`src/rtl/dark_pipe_pkg.sv`:
```
// Shared definitions for the pipe_reg_chain register pipeline.
// Provides the occupancy counter width and the default stage reset fill.
package dark_pipe_pkg;

    localparam logic DEFAULT_RESET_BIT = 1'b0;

    function automatic int unsigned count_width(input int unsigned depth);
        return $clog2(depth + 1);
    endfunction

endpackage

```
`src/rtl/pipe_stage.sv`:
```
// One pipeline stage: valid flag plus data register with load/hold/bubble/reset.
// Data only loads when the upstream word is valid, so bubbles never disturb it.
module pipe_stage
    import dark_pipe_pkg::*;
#(
    parameter int unsigned      WIDTH       = 8,
    parameter logic [WIDTH-1:0] RESET_VALUE = {WIDTH{DEFAULT_RESET_BIT}}
) (
    input  logic             clk,
    input  logic             rst,
    input  logic             clr,
    input  logic             adv,
    input  logic             up_valid,
    input  logic [WIDTH-1:0] up_data,
    output logic             vld,
    output logic [WIDTH-1:0] data
);

    logic             vld_q, vld_d;
    logic [WIDTH-1:0] data_q, data_d;

    always_comb begin
        vld_d  = vld_q;
        data_d = data_q;
        if (clr) begin
            vld_d = 1'b0;
        end else if (adv) begin
            vld_d = up_valid;
            if (up_valid) begin
                data_d = up_data;
            end
        end
    end

    always_ff @(posedge clk) begin
        if (rst) begin
            vld_q  <= 1'b0;
            data_q <= RESET_VALUE;
        end else begin
            vld_q  <= vld_d;
            data_q <= data_d;
        end
    end

    assign vld  = vld_q;
    assign data = data_q;

endmodule

```
`src/rtl/pipe_reg_chain.sv`:
```
// DEPTH-stage valid/ready register pipeline with bubble collapse and occupancy count.
// Optional synchronous flush input enabled by defining DARKC_PIPE_FLUSH_EN.
module pipe_reg_chain
    import dark_pipe_pkg::*;
#(
    parameter int unsigned      WIDTH       = 8,
    parameter int unsigned      DEPTH       = 2,
    parameter logic [WIDTH-1:0] RESET_VALUE = {WIDTH{DEFAULT_RESET_BIT}}
) (
    input  logic                              clk,
    input  logic                              rst,
    input  logic                              in_valid,
    output logic                              in_ready,
    input  logic [WIDTH-1:0]                  in_data,
    output logic                              out_valid,
    input  logic                              out_ready,
    output logic [WIDTH-1:0]                  out_data,
    output logic [count_width(DEPTH)-1:0]     count
`ifdef DARKC_PIPE_FLUSH_EN
    ,
    input  logic                              flush
`endif
);

    localparam int unsigned CNT_W = count_width(DEPTH);

    if (DEPTH == 0) begin : g_bad_depth
        $error("pipe_reg_chain: DEPTH must be at least 1");
    end

    logic                 flush_i;
    logic [DEPTH-1:0]     vld;
    logic [WIDTH-1:0]     data [DEPTH];
    logic [DEPTH:0]       rdy;
    logic                 in_fire, out_fire;
    logic [CNT_W-1:0]     count_q, count_d;

`ifdef DARKC_PIPE_FLUSH_EN
    assign flush_i = flush;
`else
    assign flush_i = 1'b0;
`endif

    // A stage can take new data if it is empty or its own content moves on.
    always_comb begin
        rdy        = '0;
        rdy[DEPTH] = out_ready;
        for (int unsigned i = DEPTH; i > 0; i--) begin
            rdy[i-1] = !vld[i-1] || rdy[i];
        end
    end

    for (genvar i = 0; i < DEPTH; i++) begin : g_stage
        logic             up_v;
        logic [WIDTH-1:0] up_d;
        if (i == 0) begin : g_head
            assign up_v = in_valid;
            assign up_d = in_data;
        end else begin : g_body
            assign up_v = vld[i-1];
            assign up_d = data[i-1];
        end
        pipe_stage #(
            .WIDTH      (WIDTH),
            .RESET_VALUE(RESET_VALUE)
        ) u_stage (
            .clk     (clk),
            .rst     (rst),
            .clr     (flush_i),
            .adv     (rdy[i]),
            .up_valid(up_v),
            .up_data (up_d),
            .vld     (vld[i]),
            .data    (data[i])
        );
    end

    assign in_ready  = rdy[0] && !flush_i;
    assign out_valid = vld[DEPTH-1] && !flush_i;
    assign out_data  = data[DEPTH-1];
    assign in_fire   = in_valid && in_ready;
    assign out_fire  = out_valid && out_ready;

    always_comb begin
        count_d = count_q;
        if (flush_i) begin
            count_d = '0;
        end else if (in_fire && !out_fire) begin
            count_d = count_q + CNT_W'(1);
        end else if (out_fire && !in_fire) begin
            count_d = count_q - CNT_W'(1);
        end
    end

    always_ff @(posedge clk) begin
        if (rst) begin
            count_q <= '0;
        end else begin
            count_q <= count_d;
        end
    end

    assign count = count_q;

endmodule

```
`config.mk`:
```
export PLATFORM = sky130hd
export DESIGN_NAME = pipe_reg_chain
export DESIGN_NICKNAME = d
export VERILOG_FILES = /design/src/rtl/dark_pipe_pkg.sv /design/src/rtl/pipe_stage.sv /design/src/rtl/pipe_reg_chain.sv
export SDC_FILE = /design/constraint.sdc
export NUM_CORES = 1
export LEC_CHECK = 0
export ABC_AREA = 1
export CAP_MARGIN = 20
export CORE_MARGIN = 2
export CORE_UTILIZATION = 35
export CTS_CLUSTER_DIAMETER = 40
export DETAILED_ROUTE_END_ITERATION = 10
export SKIP_LAST_GASP = 1
export SYNTH_ARGS = -nofsm -noshare
export SYNTH_HDL_FRONTEND = slang
export SYNTH_SLANG_ARGS = --single-unit
```
`constraint.sdc`:
```
create_clock -name clk -period 2.02 [get_ports clk]
set_clock_uncertainty 0.15 [all_clocks]
set_input_delay 0.303 -clock clk [delete_from_list [all_inputs] [get_ports clk]]
set_output_delay 0.303 -clock clk [all_outputs]
set_load 0.01 [all_outputs]
```
**After elaboration in Yosys (flattened, before gate mapping)**

Cells that the tools add are included.

- Flip-flop bits (word level): 20
- Input port bits: 12
- Output and inout bits: 12
- Word-level logic and storage cells: 22

- Add/sub/neg operators: 2
- Mux-type cells: 2
- Reduce and logical (&&, ||, !) cells: 13

Operator list:

| cell | count |
|---|---|
| logical AND 1 bit | 4 |
| zero test 1 bit | 4 |
| two-way mux 2 bit | 2 |
| AND reduction 2 bit | 2 |
| adder 2 x 1 -> 2 bit, second input constant | 1 |
| logical OR 1 bit | 2 |
| nonzero test 2 bit | 1 |
| subtractor 2 x 1 -> 2 bit, second input constant | 1 |

**Longest topological paths before layout**

Gate-level depths: netlist of run 1.

- Word-level depth: 8
- Gate-level depth with buffers: 11
- Gate-level depth less buffers: 11

**By module**

From an unflattened synthesis of run 1, not the netlist that was laid out.

- Cell total of the unflattened synthesis: 141
- Area total of the unflattened synthesis: 928.4 µm²

By module, submodules not included:

| module | instances | cells each | area an instance (µm²) |
|---|---|---|---|
| pipe_stage | 2 | 58 | 391.6 |
| pipe_reg_chain | 1 | 25 | 145.1 |

**Worst setup path before layout of run 1**

OpenSTA, ideal clock, no wires.

- Path kind: reg-to-reg
- From: register g_stage[1].u_stage.vld_q
- To: register count_q[1], in the netlist count[1]
- Arrival: 1.285 ns
- Required time: 1.806 ns
- Path slack: 0.521 ns
- Cell stages (with the launch flop): 10
- Cell sequence: dfxtp_1 -> nand3_2 -> nand2_1 -> inv_2 -> ha_1 -> inv_1 -> nand3_1 -> nand2_1 -> inv_1 -> nor2_1

- Word-level cells in the longest chain between the ends: 7
- Elaborated cells on any way between the ends: 11

Ends and longest elaborated chain:

| element | line | RTL |
|---|---|---|
| from (decl) | pipe_stage.sv:19 | `logic vld_q, vld_d;` |
| from (signal assigned) | pipe_stage.sv:40 | `vld_q <= vld_d;` |
| zero test 1 bit * | pipe_reg_chain.sv:49 | `rdy[i-1] = !vld[i-1] \|\| rdy[i];` |
| logical OR 1 bit * (2 in series) | pipe_reg_chain.sv:49 |  |
| logical AND 1 bit * | pipe_reg_chain.sv:81 | `assign in_fire = in_valid && in_ready;` |
| net in_fire | pipe_reg_chain.sv:35 | `logic in_fire, out_fire;` |
| zero test 1 bit | pipe_reg_chain.sv:90 | `end else if (out_fire && !in_fire) begin` |
| logical AND 1 bit | pipe_reg_chain.sv:90 |  |
| nonzero test 2 bit (no source line) | -- |  |
| to (signal assigned) | pipe_reg_chain.sv:99 | `count_q <= count_d;` |
| to (decl) | pipe_reg_chain.sv:36 | `logic [CNT_W-1:0] count_q, count_d;` |

The timed path passes the listed nets; every way through them passes the cells marked *.
A chain may end at the register's enable or synchronous reset.

**Final worst setup path of run 1**

- From: input out_ready
- To: output in_ready

- Word-level cells in the longest chain between the ends: 2

Ends and longest elaborated chain:

| element | line | RTL |
|---|---|---|
| from (decl) | pipe_reg_chain.sv:16 | `input logic out_ready,` |
| logical OR 1 bit (2 in series) | pipe_reg_chain.sv:49 |  |
| to (decl) | pipe_reg_chain.sv:13 | `output logic in_ready,` |

No other way between the ends.

==> results of run 1 <==
[worst max-delay path, cell delays in order]
cell	delay [ns]
clkdlybuf4s50_1	0.48
inv_1	0.07
nand3_2	0.09
clkdlybuf4s50_1	0.54
[final timing paths]
| kind | start | end | slack [ns] | depth (start not counted) |
|---|---|---|---|---|
| setup / recovery | out_ready | in_ready | 0.08 | 4 |
| hold / removal | g_stage[0].u_stage.data[4] | g_stage[0].u_stage.data[4] | 0.34 | 2 |
| setup reg to reg | g_stage[1].u_stage.vld | count[1] | 0.47 | 9 |
| hold reg to reg | g_stage[0].u_stage.data[4] | g_stage[0].u_stage.data[4] | 0.34 | 2 |
[through the flow]
step,util (%),area [um2]
4_1_cts,50.3,1100
3_5_place_dp,48.6,1060
5_1_grt,50.3,1100
6_report,50.3,1100
2_1_floorplan,-,801
3_3_place_gp,48.6,1060
[power groups by stage]
stage | clock network [mW] | logic (mW) | registers (mW)
finish | 0.224 | 0.141 | 0.440
global route | 0.245 | 0.162 | 0.445
CTS | 0.234 | 0.144 | 0.441
detailed placement | 0 | 0.143 | 0.450
global placement | 0 | 0.140 | 0.448
floorplan | 0 | 0.0681 | 0.456
[synth_stat cells, drive strengths merged]
cell type	number
dfxtp	20
inv	9
a21oi	3
nand4	1
nand3	2
nor2	33
o21ai	9
ha	1
buf	3
nand2	16
nand3b	8
[state kept, by name, summed over array words and instances, names as in the netlist]
| signal | flops |
|---|---|
| count | 2 |
| g_stage.u_stage.data | 16 |
| g_stage.u_stage.vld | 2 |
[per-layer routing]
metal	part of all wire [%]	up-vias
met2	49	17
met1	46	293
met5	0	-
li1	-	384
met4	1.7	0
met3	4.0	2
[final cells by class]
type | instances | area (um2)
Clock buffer | 4 | 36.3
Inverter | 9 | 33.8
Multi-Input combinational cell | 73 | 343
Timing Repair Buffer | 26 | 253
Sequential cell | 20 | 400
Fill cell | 235 | 1090
Tap cell | 28 | 35.0
[kinds of logic (layout without fill, tap and decap cells)]
| group | Yosys count | count (layout) | synth area share, % |
|---|---|---|---|
| AOI/OAI and AO/OA | 12 | 12 | 7.50 |
| and+or+nand+nor | 60 | 60 | 33.8 |
| buffers and inverters | 12 | 39 | 7.19 |
| DFF | 20 | 20 | 50.0 |
| adders and majority gates | 1 | 1 | 1.56 |
==> reports/results.tsv, run 1 <==
stage	metric	value	unit
clock_tree	cts_tree	done	
final_layout	layout_commonest_cell	nor2_1	
outcome	status	finished, final reports clean	
grt	use_met1	14.2	%
grt	grt_pass1_vias	671	
worst_hold_path	min_path_type	reg -> reg	
sta	report.final.slew_viol_count	0	
placement	dp_cells	156	
clock_tree	post-cts-setup-buffers	0	
job	max_cap_violations	0	
placement	hpwl	1110	um
placement	post-place-ws	0.0773	ns
power	p_leak	0.479	nW
power	finalPower	805	uW
sta	fmax	0.515	GHz
sta	slew_headroom	69.1	%
grt	grt_use_met3	0.862	%
floorplanning	die_w	51.8	um
sta	hold_viol_final	0	
setup_path	path_max_fanout	4	
grt	grt_start_max_net_pins	19	
setup_path	crit_type	in -> out	
setup_path	cp.required	1.57	ns
detailed_routing	vias	696	
floorplanning	core_area	0.00219	mm2
final_layout	stdcell_count	160	
placement	gp_congestion	0.698	
grt	grt_pass1_wl	2570	um
logic_synthesis	ys_seq_area_share	50.0	%
grt	grt_use_total	12.7	%
floorplanning	io-pin-count	24	
detailed_routing	vias_per_cell	4.35	
logic_synthesis	yosys_warnings	0	
final_layout	n_antenna_cell	0	
final_layout	final_cell_mix	nor2_1 (33), clkdlybuf4s50_1 (23), dfxtp_1 (20), nand2_1 (14), o21ai_0 (9)	
detailed_routing	drc	0	
logic_synthesis	ys_seq_elements	20	
logic_synthesis	synth_top_area_share	50.0	%
sta	finalSetupViolCount	0	
detailed_routing	dr.pass1.iters	3	
floorplanning	start_util	36.6	%
sta	final.setup.tns	0	ns
setup_path	crit_path_end_kind	output pin	
final_layout	area_growth	37.5	%
placement	io_buffers	23	
clock_tree	cts.repair.resized	0	
clock_tree	cts_root_buf	clkbuf_4	
grt	top_usage_layer	met2	
sta	finalWorstSetupSlack	0.0781	ns
floorplanning	rows	17	
clock_tree	clock_latency	0.29	ns
grt	antenna_found_initial	0	
sta	fin_crit	1.94	ns
logic_synthesis	syn_avg_cell_area	7.63	um2
power	p_sw	194	uW
power	power_density	731	mW/mm2
logic_synthesis	syn_inst	105	
logic_synthesis	synth_area_leader_cell	dfxtp_1	
clock_tree	htreeDepth	1	
floorplanning	die-area	0.00269	mm2
logic_synthesis	syn_nets	118	
setup_path	cp-start-kind	input port	
clock_tree	path_clk_slew	0.11	ns
power	p_comb_share	17.5	%
power	peakVddDrop	0.323	mV
detailed_routing	ant_nets	0	
sta	hold_slack	0.339	ns
final_layout	num-nets-final	146	
logic_synthesis	yosysUniqueCellTypes	16	
power	internal_power	612	uW
floorplanning	die_h	51.8	um
clock_tree	cts-buffers-inserted	3	
logic_synthesis	ys_top_cells_by_area	dfxtp_1 (50%), nor2_1 (15%), nand3b_1 (7.5%), nand2_1 (6.6%), o21ai_0 (5.6%)	
grt	use_met2	22.6	%
clock_tree	ctsHoldBuffers	0	
power	power_frac_clock	27.8	%
clock_tree	clk_path_buf_depth	2	
detailed_routing	wl_per_cell	8.92	um
detailed_routing	wirelength	1430	um
power	power_switching_share	24.0	%
logic_synthesis	syn_area	801	um2
setup_path	arrival	1.49	ns
final_layout	final_layout_size_suffix_gt1_share	9.09	%
grt	overflow	0	
sta	tightest_slew	0.463	ns
detailed_routing	first_iter_violations	8	
clock_tree	clock_sinks	20	
power	seqPwrFrac	54.7	%
sta	final_min_period_over_clock_period	96.1	%
sta	rsz0062_at_grt	no	
(Power assumes the default switching activity.)
==> run 2, diff against run 1 <==
Settings changed: CORE_UTILIZATION 35 to 44, PLACE_DENSITY set to 0.76.
==> reports/results.tsv, run 2 (synthesis gave the netlist of run 1 again) <==
stage	metric	value	unit	change
worst_hold_path	min_path_type	reg -> reg		unchanged
setup_path	path_max_fanout	11		was 4
clock_tree	htreeDepth	1		unchanged
floorplanning	die_h	46.7	um	was 51.8 um
setup_path	crit_buf_inv	3		unchanged
sta	fin_crit	1.80	ns	was 1.94 ns
floorplanning	io-pin-count	24		unchanged
final_layout	fillers	172		was 235
clock_tree	cts_root_buf	clkbuf_4		unchanged
clock_tree	clock_latency	0.29	ns	about the same
setup_path	arrival	1.35	ns	was 1.49 ns
grt	grt_use_total	14.5	%	was 12.7%
outcome	status	finished, final reports clean		unchanged
floorplanning	core_area	0.00173	mm2	was 0.00219 mm2
detailed_routing	first_iter_violations	16		was 8
final_layout	final_layout_size_suffix_gt1_share	7.69	%	was 9.09%
placement	hpwl	1110	um	about the same
detailed_routing	drc	0		unchanged
detailed_routing	vias	701		was 696
sta	tightest_slew	0.432	ns	was 0.463 ns
clock_tree	cts-buffers-inserted	3		unchanged
placement	gp_congestion	0.709		was 0.698
final_layout	final_cell_mix	nor2_1 (33), clkdlybuf4s50_1 (22), dfxtp_1 (20), nand2_1 (14), o21ai_0 (9)		was nor2_1 (33), clkdlybuf4s50_1 (23), dfxtp_1 (20), nand2_1 (14), o21ai_0 (9)
sta	finalSetupViolCount	0		unchanged
placement	post-place-ws	-0.0392	ns	was 0.0773 ns
power	p_leak	0.466	nW	was 0.479 nW
setup_path	crit_path_end_kind	output pin		unchanged
setup_path	cp_top_family	buffers and inverters		unchanged
setup_path	critPathMaxStageDelay	0.42	ns	was 0.54 ns
setup_path	cp_slowest_cell	clkdlybuf4s50_1		unchanged
job	max_cap_violations	0		unchanged
final_layout	layout_commonest_cell	nor2_1		unchanged
clock_tree	path_clk_slew	0.10	ns	was 0.11 ns
clock_tree	clk_path_buf_depth	2		unchanged
final_layout	multi_input_area	343	um2	unchanged
final_layout	largest_reg_flops	16		unchanged
floorplanning	rows	15		was 17
setup_path	cp-start-kind	input port		unchanged
sta	final_min_period_over_clock_period	89.2	%	was 96.1%
detailed_routing	wl_per_cell	9.28	um	was 8.92 um
sta	rsz0062_at_grt	no		unchanged
detailed_routing	vias_per_cell	4.52		was 4.35
floorplanning	die_w	46.7	um	was 51.8 um
grt	grt_pass1_vias	537		was 671
clock_tree	cts_tree	done		unchanged
floorplanning	die-area	0.00218	mm2	was 0.00269 mm2
detailed_routing	ant_nets	0		unchanged
grt	grt_start_max_net_pins	19		unchanged
clock_tree	clock_sinks	20		unchanged
setup_path	cp.required	1.57	ns	about the same
setup_path	crit_chain	clkdlybuf4s50_1, inv_1, nand3_2, dlygate4sd2_1		was clkdlybuf4s50_1, inv_1, nand3_2, clkdlybuf4s50_1
floorplanning	start_util	46.4	%	was 36.6%
final_layout	ff_latch_area	400	um2	unchanged
grt	antenna_found_initial	0		unchanged
grt	grt_pass1_wl	2210	um	was 2570 um
final_layout	num-nets-final	145		was 146
setup_path	crit_type	in -> out		unchanged
grt	overflow	0		unchanged
sta	report.final.slew_viol_count	0		unchanged
sta	slew_headroom	71.2	%	was 69.1%
clock_tree	ctsHoldBuffers	0		unchanged
placement	io_buffers	23		unchanged
placement	dp_cells	152		was 156
power	power_density	706	mW/mm2	was 731 mW/mm2
sta	hold_slack	0.335	ns	was 0.339 ns
power	peakVddDrop	0.357	mV	was 0.323 mV
final_layout	n_antenna_cell	0		unchanged
sta	fmax	0.555	GHz	was 0.515 GHz
sta	hold_viol_final	0		unchanged
detailed_routing	dr.pass1.iters	4		was 3
final_layout	stdcell_count	155		was 160
detailed_routing	wirelength	1440	um	was 1430 um
final_layout	area_growth	34.2	%	was 37.5%
sta	finalWorstSetupSlack	0.218	ns	was 0.0781 ns
run 2: changes by cell type in the layout (fill, tap and decap cells not counted):
| cell | delta |
|---|---|
| buf_4 | -1 |
| clkbuf_8 | -1 |
| clkdlybuf4s50_1 | -1 |
| dlygate4sd2_1 | +1 |
run 2: metal layers:
metal | vias up | GRT usage [%] | part of all wire (%)
met4 | 0 | 8.33 | 1.3
met2 | 21 | 23.1 | 49
li1 | 381 | - | -
met1 | 297 | 18.4 | 45
met5 | - | 0 | 0
met3 | 2 | 2.35 | 4.7
run 2: where the power goes:
| part | switching [mW] | internal [mW] |
|---|---|---|
| clock network | 0.105 | 0.0693 |
| logic | 0.0649 | 0.0774 |
| registers | 0.0175 | 0.424 |
| total | 0.188 | 0.571 |
run 2: worst paths after layout:
path | start | to | slack, ns | depth (start not counted)
worst max-delay path | out_ready | in_ready | 0.22 | 4
worst min-delay path | g_stage[0].u_stage.data[0] | g_stage[0].u_stage.data[0] | 0.34 | 2
worst max register to register | g_stage[1].u_stage.vld | count[1] | 0.37 | 8
worst min register to register | g_stage[0].u_stage.data[0] | g_stage[0].u_stage.data[0] | 0.34 | 2
run 2: metrics by stage:
stage | cell area [um2] | util [%] | total power [mW] | TNS, ns
2_1_floorplan | 801 | - | 0.524 | 0
3_3_place_gp | 1050 | 61.0 | 0.587 | -0.00721
3_5_place_dp | 1050 | 61.0 | 0.594 | -0.0538
4_1_cts | 1070 | 62.2 | 0.770 | 0
5_1_grt | 1070 | 62.2 | 0.804 | 0
6_report | 1070 | 62.2 | 0.758 | 0
run 2: layout make-up:
class,instances,area share (%)
multi-input cells,73,31.9
repair buffers,25,22.7
well taps,25,2.91
flip-flops and latches,20,37.3
clock buffers,3,2.10
inverters,9,3.14
run 2: repair_timing:
item	in CTS	in global routing
setup endpoints to repair	1	0
buffers inserted	0	0
resized for setup	1	0
endpoints found under the hold margin	0	0
run 2: worst min-delay path, stage by stage, from the launching register on:
cell and delay (ns):
dfxtp_1 0.33, nor2_1 0.05, nor2_1 0.08
==> run 3, diff against run 2 <==
Settings changed: CORE_UTILIZATION 44 to 46, SYNTH_HIERARCHICAL set to 1.
==> reports/results.tsv, run 3 <==
stage	metric	value	unit	change
logic_synthesis	synth_area_leader_cell	dfxtp_1		unchanged
detailed_routing	first_iter_violations	14		was 16
clock_tree	cts-buffers-inserted	3		unchanged
worst_hold_path	min_path_type	reg -> reg		unchanged
power	peakVddDrop	0.374	mV	was 0.357 mV
clock_tree	clock_latency	0.29	ns	about the same
detailed_routing	wirelength	1610	um	was 1440 um
setup_path	cp-start-kind	input port		unchanged
logic_synthesis	synth_edf_count	0		unchanged
setup_path	crit_path_end_kind	output pin		unchanged
detailed_routing	vias_per_cell	4.13		was 4.52
final_layout	final_layout_size_suffix_gt1_share	7.19	%	was 7.69%
final_layout	n_antenna_cell	0		unchanged
detailed_routing	drc	0		unchanged
clock_tree	cts_root_buf	clkbuf_4		unchanged
power	internal_power	544	uW	was 571 uW
floorplanning	core_area	0.00194	mm2	was 0.00173 mm2
detailed_routing	ant_nets	0		unchanged
final_layout	utilization	62.0	%	was 62.2%
setup_path	r2r_cells	9		was 8
logic_synthesis	yosysUniqueCellTypes	15		was 16
sta	hold_viol_final	0		unchanged
final_layout	finish.instance_area	0.00120	mm2	was 0.00107 mm2
power	p_comb_share	16.1	%	was 18.8%
floorplanning	die_w	48.9	um	was 46.7 um
grt	grt_start_max_net_pins	17		was 19
sta	finalWorstSetupSlack	0.0819	ns	was 0.218 ns
power	power_density	606	mW/mm2	was 706 mW/mm2
outcome	status	finished, final reports clean		unchanged
power	p_sw	185	uW	was 188 uW
grt	antenna_found_initial	0		unchanged
setup_path	r2r_start	g_stage[0].u_stage/vld		was g_stage[1].u_stage.vld
placement	gp_congestion	0.696		was 0.709
power	p_leak	0.621	nW	was 0.466 nW
clock_tree	post-cts-setup-buffers	0		unchanged
setup_path	worstReg2RegEnd	count[1]		unchanged
placement	io_buffers	23		unchanged
placement	hpwl	1180	um	was 1110 um
grt	grt_pass1_wl	2900	um	was 2210 um
logic_synthesis	syn_avg_cell_area	6.58	um2	was 7.63 um2
logic_synthesis	ys_top_cells_by_area	dfxtp_1 (43%), nand2_1 (16%), nor2_1 (13%), inv_1 (11%), nand3_4 (3.8%)		was dfxtp_1 (50%), nor2_1 (15%), nand3b_1 (7.5%), nand2_1 (6.6%), o21ai_0 (5.6%)
final_layout	final_cell_mix	nand2_1 (40), nor2_1 (33), inv_1 (27), clkdlybuf4s50_1 (23), dfxtp_1 (20)		was nor2_1 (33), clkdlybuf4s50_1 (22), dfxtp_1 (20), nand2_1 (14), o21ai_0 (9)
logic_synthesis	ys.flop_type	dfxtp_1		unchanged
clock_tree	path_clk_slew	0.10	ns	about the same
sta	final_min_period_over_clock_period	95.9	%	was 89.2%
logic_synthesis	synth_common_cells	nand2_1 (40), nor2_1 (33), inv_1 (27), dfxtp_1 (20), nand2_2 (5)		was nor2_1 (33), dfxtp_1 (20), nand2_1 (14), o21ai_0 (9), nand3b_1 (8)
setup_path	arrival	1.49	ns	was 1.35 ns
clock_tree	cts.repair.resized	0		was 1
logic_synthesis	ys_seq_area_share	43.1	%	was 50.0%
detailed_routing	dr.pass1.iters	4		unchanged
worst_hold_path	hold_depth	2		unchanged
final_layout	stdcell_count	194		was 155
logic_synthesis	syn_inst	141		was 105
floorplanning	rows	16		was 15
sta	report.final.slew_viol_count	0		unchanged
logic_synthesis	yosys_warnings	6		was 0
sta	fmax	0.516	GHz	was 0.555 GHz
sta	hold_slack	0.345	ns	was 0.335 ns
logic_synthesis	synth_top_area_share	43.1	%	was 50.0%
final_layout	area_growth	29.6	%	was 34.2%
power	power_switching_share	25.4	%	was 24.8%
floorplanning	io-pin-count	24		unchanged
placement	dp_cells	191		was 152
grt	grt_pass1_vias	699		was 537
setup_path	path_max_fanout	3		was 11
clock_tree	clk_path_buf_depth	2		unchanged
power	finalPower	729	uW	was 758 uW
logic_synthesis	synthArstFlopShare	0	%	unchanged
floorplanning	die-area	0.00239	mm2	was 0.00218 mm2
worst_hold_path	hp-start	g_stage[0].u_stage/data[7]		was g_stage[0].u_stage.data[0]
placement	post-place-ws	0.0853	ns	was -0.0392 ns
detailed_routing	vias	802		was 701
worst_hold_path	min_to	g_stage[1].u_stage/data[7]		was g_stage[0].u_stage.data[0]
power	power_frac_clock	25.2	%	was 23.0%
logic_synthesis	ys_seq_elements	20		unchanged
setup_path	crit_type	in -> out		unchanged
job	max_cap_violations	0		unchanged
logic_synthesis	yosys.cell_count.top_type	nand2_1		was nor2_1
clock_tree	clock_sinks	20		unchanged
floorplanning	die_h	48.9	um	was 46.7 um
logic_synthesis	syn_area	928	um2	was 801 um2
final_layout	fillers	194		was 172
detailed_routing	wl_per_cell	8.31	um	was 9.28 um
grt	overflow	0		unchanged
final_layout	num-nets-final	182		was 145
sta	finalSetupViolCount	0		unchanged
setup_path	cp.required	1.57	ns	about the same
sta	rsz0062_at_grt	no		unchanged
clock_tree	htreeDepth	1		unchanged
floorplanning	start_util	47.8	%	was 46.4%
power	seqPwrFrac	58.8	%	was 58.2%
final_layout	largest_reg_flops	16		unchanged
sta	final.setup.tns	0	ns	unchanged
final_layout	layout_commonest_cell	nand2_1		was nor2_1
clock_tree	ctsHoldBuffers	0		unchanged
placement	place_area	0.00118	mm2	was 0.00105 mm2
grt	grt_use_total	15.3	%	was 14.5%
setup_path	r2r_slack	0.49	ns	was 0.37 ns
sta	fin_crit	1.94	ns	was 1.80 ns
clock_tree	cts_tree	done		unchanged
run 3: changes by cell type after synthesis, sizes merged:
cell    change
nand2      +29
nand3b      -8
clkinv      +2
inv        +19
conb        +1
buf         -1
o21ai       -8
nand3       +2
run 3: area by class of cell:
class                           count  area (um2)  share of cell area, %
Clock buffer                        3        22.5                   1.87
Tap cell                           27        33.8                   2.81
Sequential cell                    20         400                   33.3
Inverter                           30         113                   9.36
Multi-Input combinational cell     90         397                   33.0
Timing Repair Buffer               24         238                   19.8
run 3: logic make-up (layout without fill, tap and decap cells):
| logic type | Yosys count | in the layout | share of synthesized area [%] |
|---|---|---|---|
| AOI/OAI and AO/OA | 4 | 4 | 2.16 |
| adders and majority gates | 1 | 1 | 1.35 |
| buffers and inverters | 32 | 57 | 14.6 |
| DFF | 20 | 20 | 43.1 |
| other | 1 | 2 | 0.404 |
| and+or+nand+nor | 83 | 83 | 38.4 |
run 3: critical path, stage by stage:
cell             delay (ns)
clkdlybuf4s50_1        0.47
inv_1                  0.05
nand3_1                0.10
clkdlybuf4s50_1        0.56
run 3: how the worst max path moves through the flow:
stage / depth (start not counted) / slack [ns] / endpoint / start
global route: 4 / 0.03 / in_ready / out_ready
finish: 4 / 0.08 / in_ready / out_ready
global placement: 4 / 0.1 / in_ready / out_ready
CTS: 4 / 0.08 / in_ready / out_ready
floorplan: 9 / 0.40 / count[1] / g_stage[1].u_stage/vld
detailed placement: 4 / 0.09 / in_ready / out_ready
run 3: power by group through the flow:
stage                     Clock [mW]  Combinational, mW  Sequential (mW)
after floorplan                    0             0.0639            0.440
after global placement             0              0.115            0.436
after detailed placement           0              0.117            0.438
after CTS                      0.199              0.118            0.429
after global routing           0.210              0.135            0.432
final                          0.183              0.117            0.428
run 3: layer usage:
| layer | global-route usage [%] | wire, um |
|---|---|---|
| met1 | 20.2 | 755 |
| met2 | 25.1 | 762 |
| met3 | 2.76 | 66 |
| met4 | 5.71 | 27 |
| met5 | 0 | 0 |
